**config.mk**
```make
export PLATFORM = sky130hd
export DESIGN_NAME = pcint_ctrl_flat
export DESIGN_NICKNAME = d
export VERILOG_FILES = /design/src/rtl/pcint_ctrl_if.sv /design/src/rtl/pcint_ctrl.sv /design/src/flat_wrapper.sv
export SDC_FILE = /design/constraint.sdc
export NUM_CORES = 1
export LEC_CHECK = 0
export CORE_AREA = 2 2 82 84
export DETAILED_ROUTE_END_ITERATION = 6
export DIE_AREA = 0 0 84 86
export GPL_TIMING_DRIVEN = 0
export PLACE_DENSITY_LB_ADDON = 0.15
export SYNTH_ARGS = -nofsm -noshare
export SYNTH_HDL_FRONTEND = slang
export SYNTH_SLANG_ARGS = --single-unit
```
**constraint.sdc**
```tcl
create_clock -name cp2 -period 2.4 [get_ports cp2]
set_input_delay 0.36 -clock cp2 [delete_from_list [all_inputs] [get_ports cp2]]
set_output_delay 0.36 -clock cp2 [all_outputs]
set_load 0.01 [all_outputs]
```
**src/rtl/pcint_ctrl_if.sv**
```systemverilog
// CPU-side register bus shared by the I/O space and the data space.
interface pcint_ctrl_if;
  logic [5:0] IO_Addr;
  logic       iore;
  logic       iowe;
  logic [7:0] ramadr;
  logic       ramre;
  logic       ramwe;
  logic [7:0] dbus_in;
  logic [7:0] dbus_out;
  logic       out_en;

  modport master (
    output IO_Addr, iore, iowe, ramadr, ramre, ramwe, dbus_in,
    input  dbus_out, out_en
  );

  modport slave (
    input  IO_Addr, iore, iowe, ramadr, ramre, ramwe, dbus_in,
    output dbus_out, out_en
  );
endinterface

```
**src/rtl/pcint_ctrl.sv**
```systemverilog
// Pin-change interrupt controller for groups B, C, D and E.
// Owns PCICR, PCIFR and PCMSK0-3; one sticky flag and irq per group.
module pcint_ctrl #(
  parameter logic [5:0] PCIFR_IO_ADDR = 6'h1B,
  parameter logic [7:0] PCICR_ADDR    = 8'h68,
  parameter logic [7:0] PCMSK0_ADDR   = 8'h6B,
  parameter logic [7:0] PCMSK3_ADDR   = 8'h73
) (
  input  logic              cp2,
  input  logic              ireset,
  pcint_ctrl_if.slave       bus,
  input  logic [7:0]        pinB_i,
  input  logic [6:0]        pinC_i,
  input  logic [7:0]        pinD_i,
  input  logic [3:0]        pinE_i,
  output logic [27:0]       PCINT,
  output logic [3:0]        PCIE,
  output logic [3:0]        pcint_irq,
  input  logic [3:0]        pcint_ack
);

  localparam logic [7:0] PCMSK1_ADDR = PCMSK0_ADDR + 8'd1;
  localparam logic [7:0] PCMSK2_ADDR = PCMSK0_ADDR + 8'd2;

  logic [3:0] pcicr_q, pcicr_d;
  logic [3:0] pcifr_q, pcifr_d;
  logic [7:0] msk0_q, msk0_d;
  logic [6:0] msk1_q, msk1_d;
  logic [7:0] msk2_q, msk2_d;
  logic [3:0] msk3_q, msk3_d;
  logic [7:0] prev_b_q;
  logic [6:0] prev_c_q;
  logic [7:0] prev_d_q;
  logic [3:0] prev_e_q;

  logic       sel_pcifr;
  logic [3:0] change;
  logic [3:0] flag_clr;

  assign sel_pcifr = (bus.IO_Addr == PCIFR_IO_ADDR);

  // Masks are the registered values, so a mask written this edge only
  // qualifies pin changes seen from the following edge onward.
  assign change[0] = |((pinB_i ^ prev_b_q) & msk0_q);
  assign change[1] = |((pinC_i ^ prev_c_q) & msk1_q);
  assign change[2] = |((pinD_i ^ prev_d_q) & msk2_q);
  assign change[3] = |((pinE_i ^ prev_e_q) & msk3_q);

  assign flag_clr = pcint_ack | ((bus.iowe && sel_pcifr) ? bus.dbus_in[3:0] : 4'h0);

  // Register writes and flag update; a new change wins over a same-cycle clear.
  always_comb begin
    pcicr_d = pcicr_q;
    msk0_d  = msk0_q;
    msk1_d  = msk1_q;
    msk2_d  = msk2_q;
    msk3_d  = msk3_q;
    if (bus.ramwe) begin
      case (bus.ramadr)
        PCICR_ADDR:  pcicr_d = bus.dbus_in[3:0];
        PCMSK0_ADDR: msk0_d  = bus.dbus_in;
        PCMSK1_ADDR: msk1_d  = bus.dbus_in[6:0];
        PCMSK2_ADDR: msk2_d  = bus.dbus_in;
        PCMSK3_ADDR: msk3_d  = bus.dbus_in[3:0];
        default: ;
      endcase
    end
    pcifr_d = change | (pcifr_q & ~flag_clr);
  end

  // State registers; prev pins reload every cycle unconditionally.
  always_ff @(posedge cp2 or negedge ireset) begin
    if (!ireset) begin
      pcicr_q  <= '0;
      pcifr_q  <= '0;
      msk0_q   <= '0;
      msk1_q   <= '0;
      msk2_q   <= '0;
      msk3_q   <= '0;
      prev_b_q <= '0;
      prev_c_q <= '0;
      prev_d_q <= '0;
      prev_e_q <= '0;
    end else begin
      pcicr_q  <= pcicr_d;
      pcifr_q  <= pcifr_d;
      msk0_q   <= msk0_d;
      msk1_q   <= msk1_d;
      msk2_q   <= msk2_d;
      msk3_q   <= msk3_d;
      prev_b_q <= pinB_i;
      prev_c_q <= pinC_i;
      prev_d_q <= pinD_i;
      prev_e_q <= pinE_i;
    end
  end

  // Combinational read mux; the I/O bus has priority over the data bus.
  always_comb begin
    bus.dbus_out = 8'h00;
    bus.out_en   = 1'b0;
    if (bus.iore && sel_pcifr) begin
      bus.out_en   = 1'b1;
      bus.dbus_out = {4'h0, pcifr_q};
    end else if (bus.ramre) begin
      case (bus.ramadr)
        PCICR_ADDR:  begin bus.out_en = 1'b1; bus.dbus_out = {4'h0, pcicr_q}; end
        PCMSK0_ADDR: begin bus.out_en = 1'b1; bus.dbus_out = msk0_q;          end
        PCMSK1_ADDR: begin bus.out_en = 1'b1; bus.dbus_out = {1'b0, msk1_q};  end
        PCMSK2_ADDR: begin bus.out_en = 1'b1; bus.dbus_out = msk2_q;          end
        PCMSK3_ADDR: begin bus.out_en = 1'b1; bus.dbus_out = {4'h0, msk3_q};  end
        default: ;
      endcase
    end
  end

  assign PCINT     = {msk3_q, msk2_q, 1'b0, msk1_q, msk0_q};
  assign PCIE      = pcicr_q;
  assign pcint_irq = pcifr_q & pcicr_q;

endmodule

```
**src/flat_wrapper.sv**
```systemverilog
// flat-port wrapper written by rule: the top's interface ports become plain ports
module pcint_ctrl_flat 
#(
  parameter logic [5:0] PCIFR_IO_ADDR = 6'h1B,
  parameter logic [7:0] PCICR_ADDR    = 8'h68,
  parameter logic [7:0] PCMSK0_ADDR   = 8'h6B,
  parameter logic [7:0] PCMSK3_ADDR   = 8'h73
)
  (cp2, ireset, pinB_i, pinC_i, pinD_i, pinE_i, PCINT, PCIE, pcint_irq, pcint_ack, bus_IO_Addr, bus_iore, bus_iowe, bus_ramadr, bus_ramre, bus_ramwe, bus_dbus_in, bus_dbus_out, bus_out_en);
  pcint_ctrl_if bus_i ();
  input  logic cp2;
  input  logic ireset;
  input  logic [7:0] pinB_i;
  input  logic [6:0] pinC_i;
  input  logic [7:0] pinD_i;
  input  logic [3:0] pinE_i;
  output logic [27:0] PCINT;
  output logic [3:0] PCIE;
  output logic [3:0] pcint_irq;
  input  logic [3:0] pcint_ack;
  input wire logic [$bits(bus_i.IO_Addr)-1:0] bus_IO_Addr;
  input wire logic [$bits(bus_i.iore)-1:0] bus_iore;
  input wire logic [$bits(bus_i.iowe)-1:0] bus_iowe;
  input wire logic [$bits(bus_i.ramadr)-1:0] bus_ramadr;
  input wire logic [$bits(bus_i.ramre)-1:0] bus_ramre;
  input wire logic [$bits(bus_i.ramwe)-1:0] bus_ramwe;
  input wire logic [$bits(bus_i.dbus_in)-1:0] bus_dbus_in;
  output wire logic [$bits(bus_i.dbus_out)-1:0] bus_dbus_out;
  output wire logic [$bits(bus_i.out_en)-1:0] bus_out_en;
  assign bus_i.IO_Addr = bus_IO_Addr;
  assign bus_i.iore = bus_iore;
  assign bus_i.iowe = bus_iowe;
  assign bus_i.ramadr = bus_ramadr;
  assign bus_i.ramre = bus_ramre;
  assign bus_i.ramwe = bus_ramwe;
  assign bus_i.dbus_in = bus_dbus_in;
  assign bus_dbus_out = bus_i.dbus_out;
  assign bus_out_en = bus_i.out_en;
  pcint_ctrl #(.PCIFR_IO_ADDR(PCIFR_IO_ADDR), .PCICR_ADDR(PCICR_ADDR), .PCMSK0_ADDR(PCMSK0_ADDR), .PCMSK3_ADDR(PCMSK3_ADDR)) u_core (.cp2(cp2), .ireset(ireset), .bus(bus_i), .pinB_i(pinB_i), .pinC_i(pinC_i), .pinD_i(pinD_i), .pinE_i(pinE_i), .PCINT(PCINT), .PCIE(PCIE), .pcint_irq(pcint_irq), .pcint_ack(pcint_ack));
endmodule
```
==> results list <==
* Finished Core Util: 69.4%
* Power consumption: approximately 2.3 mW
- No sink is reached through more buffers than the 2 on the longest clock path.
- IO buf count: 100
- Sequential element share of the synthesized area: 52.9%
- Entering global routing, the biggest net connects 36 pins.
- Fill cell instance count of the final layout: between 400 and 500
- Chain of cells forming the critical path: clkdlybuf4s50_1, nor4bb_4, nand4_1, buf_6, nand3_4, buf_4, nor2_1, dlygate4sd2_1
* Cell family with most CP delay: buffers and inverters
* Cell Count Post-Placement: 404
* Drt first-iter violations: 113
- Core area: 0.00628 mm²
- Static leakage: 1.92 nW
- After detailed routing, the total wire length is roughly 8000 µm.
- Count of flip-flops with a built-in enable after synthesis: 0
* Synth cell count leaders: sky130_fd_sc_hd__dfrtp_1, sky130_fd_sc_hd__xor2_1, sky130_fd_sc_hd__mux2_2
* Most common flop cell mapped by yosys: sky130_fd_sc_hd__dfrtp_1
- Worst Skew: around 8.6 ps
- From synthesis to final layout, the design area changed by 48.4%.
- The clock tree synthesis step divided the H-tree into 3 levels.
* Root buffer selected by CTS: sky130_fd_sc_hd__clkbuf_8
* Worst EP arrival: roughly 2000 ps
- After synthesis the netlist holds a flip-flop and latch count of between 60 and 70.
* Number of warning messages in the yosys log: 0
- First-pass DRT Iterations: 4
- Cell count of the worst reg-to-reg path: 4
- Excluding fillers, the count of instances in the completed layout stands at 431.
- Vias per cell: about 5.5
- The floorplan step defined a die boundary enclosing a little over 0.007 mm².
- Synth async-reset ratio: between 90% and 100%
- Most frequent cell after synthesis: sky130_fd_sc_hd__dfrtp_1
- In this run the worst setup path begins at bus_IO_Addr[3].
* Remaining global-route overflow: 0
- Setup violations remaining at the end of the flow were counted as 0.
- Of the cells placed in the final design, the portion with a size suffix greater than 1 is a little under a quarter.
- For this design the ratio of total power to cell area is around 530 mW/mm².
* Post-synthesis cell area: slightly below 0.003 mm²
- Counting distinct cell types in the post-synthesis netlist gives 39.
* Max Slew Vio Count: 0
- For the pin with the worst max-slew slack, the measured transition is between 600 and 700 ps.
* Buf+Inv Stages, Crit Path: 4
* Detail-routed net length per standard cell: between 15 and 20 µm
* Launch instance of the worst register-to-register path: u_core.prev_b_q[5]$_DFF_PN0_
- Critical R2R Capture: u_core.pcifr_q[0]$_DFF_PN0_
* Share of the synthesized area in the top cell type: between 50% and 60%
- At the end of routability-driven placement, the weighted congestion stood at ~0.8.
* Insertion delay to the later sink of the worst-skew pair: approximately 350 ps
- Largest fanout on the critical path: 6
* Vias in the first global route: roughly 2,400
- Total nets after synthesis: around 290
- Measured along the x axis, the die boundary spans approximately 84 µm.
* Remaining routing DRC violations: 0
- Initial antenna violation count: 1
* Worst hold path class: in2async
- In this run the mean area of a mapped cell was approximately 13 µm².
* RSZ-0062 raised after global routing: no
- The largest total area in the synthesized netlist belongs to sky130_fd_sc_hd__dfrtp_1.
- Detailed placement finished with a half-perimeter wire length of around 6000 µm.
- Final hold violations: 0
- By area the synthesized netlist is led by sky130_fd_sc_hd__dfrtp_1, sky130_fd_sc_hd__mux2_2, sky130_fd_sc_hd__xor2_1, sky130_fd_sc_hd__a22oi_1, sky130_fd_sc_hd__mux2_4.
- Clock tree synthesis inserted a total of 9 buffers.
* Max-cap check violation count: 0
- The worst path uses 97.6% of the clock period.
- Clock tree from TritonCTS: yes
* Path length in cells of the critical path: 8
- After clock tree synthesis, the clock-pin slew on the worst setup and hold paths is ~70 ps.
- The routed layout has 2,365 vias.
* Kind of critical path: in2out
* Row Count: 29
- The die is 86 µm tall.
- For the worst setup path, the data required time is 2040 ps.
* Total area of sequential cells: between 0.0015 and 0.002 mm²
- Based on the critical path, the design can be clocked at up to roughly 0.43 GHz.
- Setup slack on the worst flop-to-flop path: 1070 ps
* Shortest period the worst path allows: ~2300 ps
- Endpoint type of the worst setup path: output port
* NumNets Final: between 400 and 500
* Global-route usage over all layers: between 20 and 25%
* Worst slew margin relative to its limit: ~59%
- In the final layout, the multi-input gates occupy around 0.0014 mm².
* First-pass GRT wire length: ~13,000 µm
* Crit path max-delay cell type: sky130_fd_sc_hd__clkdlybuf4s50_1
- For this run, the slowest stage of the critical path takes 450 ps.
- IR analysis of the VDD net gives a maximum drop of between 300 and 400 µV.
- Post-DRT Antenna Nets: 0
- The initial utilization of the core area, before any placement, comes to 46.8%.
* Clk sinks: 62
- Number of cells produced by synthesis: ~230
- Kind of launch point of the worst setup path: input pin
- around 100 I/O pins were placed.
- The run finished with clean final reports.
==> layout make-up <==
type	instances	share of cell area, %
Sequential cell	62	35.6
Antenna cell	1	0.0574
Inverter	5	0.431
Multi-Input combinational cell	152	31.6
Clock buffer	15	3.59
Timing Repair Buffer	111	24.8
Clock inverter	1	0.115
Tap cell	77	2.21
Buffer	7	1.49
==> report_power, final <==
group	leakage, nW	total [mW]	switching (mW)	internal (mW)
Combinational	1.04	0.367	0.152	0.215
Sequential	0.794	1.17	0.0555	1.11
Clock	0.0817	0.783	0.380	0.403
==> cell families (layout without fill, tap and decap cells) <==
logic type                Yosys count  in the layout  synth area share [%]
muxes                              38             38                  15.4
and+or+nand+nor                    47             47                  10.7
xor gates and xnor gates           28             28                  8.35
buffers and inverters              12            139                  2.86
AOI/OAI and AO/OA                  38             38                  9.63
DFF                                62             62                  52.9
other                               1              2                 0.128
==> sequential cells by signal (all words and copies together) (netlist names) <==
name             flops
u_core.msk0_q        8
u_core.pcifr_q       4
u_core.prev_e_q      4
u_core.prev_d_q      8
u_core.PCIE          4
u_core.msk3_q        4
u_core.prev_b_q      8
u_core.msk1_q        7
u_core.prev_c_q      7
u_core.msk2_q        8
==> cell usage in the layout (no fill, tap or decap), types with 3 or more instances in the layout <==
cell type and n:
sky130_fd_sc_hd__inv_1 5, sky130_fd_sc_hd__clkdlybuf4s15_1 4, sky130_fd_sc_hd__clkdlybuf4s50_1 85, sky130_fd_sc_hd__a22o_1 4
sky130_fd_sc_hd__dlygate4sd2_1 7, sky130_fd_sc_hd__clkbuf_8 10, sky130_fd_sc_hd__mux2_4 8, sky130_fd_sc_hd__nand4_1 5
sky130_fd_sc_hd__a32oi_1 3, sky130_fd_sc_hd__and2_1 4, sky130_fd_sc_hd__o21ai_0 4, sky130_fd_sc_hd__clkbuf_1 7
sky130_fd_sc_hd__a22oi_1 16, sky130_fd_sc_hd__dfrtp_1 62, sky130_fd_sc_hd__buf_6 4, sky130_fd_sc_hd__nand2_1 6
sky130_fd_sc_hd__mux2i_1 4, sky130_fd_sc_hd__xor2_1 27, sky130_fd_sc_hd__nand3_1 7, sky130_fd_sc_hd__nor2b_1 3
sky130_fd_sc_hd__mux2_2 26, sky130_fd_sc_hd__buf_4 10, sky130_fd_sc_hd__nand3b_1 3, sky130_fd_sc_hd__nor2_1 3
==> repair_timing <==
| item | in CTS | in global routing |
|---|---|---|
| setup endpoints to repair | 9 | 6 |
| resized for setup | 29 | 12 |
| hold endpoints to repair | 0 | 0 |
| pin swaps | 4 | 2 |
| hold buffers | 0 | 0 |
| buffers inserted | 8 | 2 |
==> metrics by stage <==
step	setup WS, ps	area (µm²)	hold slack, ps	setup TNS [ps]
after global placement	-1000	4030	538	-66390
final	58.7	4360	20.6	0
after detailed placement	-627	4050	415	-4570
after global routing	1.23	4360	84.5	0
after floorplan	600	2940	64.4	0
after CTS	1.16	4320	50.0	0
==> how the worst max path moves through the flow <==
stage	end	slack (ps)
3_3_place_gp	u_core.prev_e_q[3]$_DFF_PN0_	-1000
3_5_place_dp	bus_dbus_out[2]	-630
4_1_cts	bus_dbus_out[0]	1
6_report	bus_dbus_out[5]	60
2_1_floorplan	bus_dbus_out[7]	600
5_1_grt	bus_dbus_out[3]	1
==> layer usage <==
metal	track usage (%)	vias up	share of wire [%]
met5	0	-	0
li1	-	1084	-
met2	36.3	88	49
met3	5.29	14	5.1
met1	30.4	1179	44
met4	10.6	0	2.0
No activity file was read; power rests on OpenSTA's default activity.
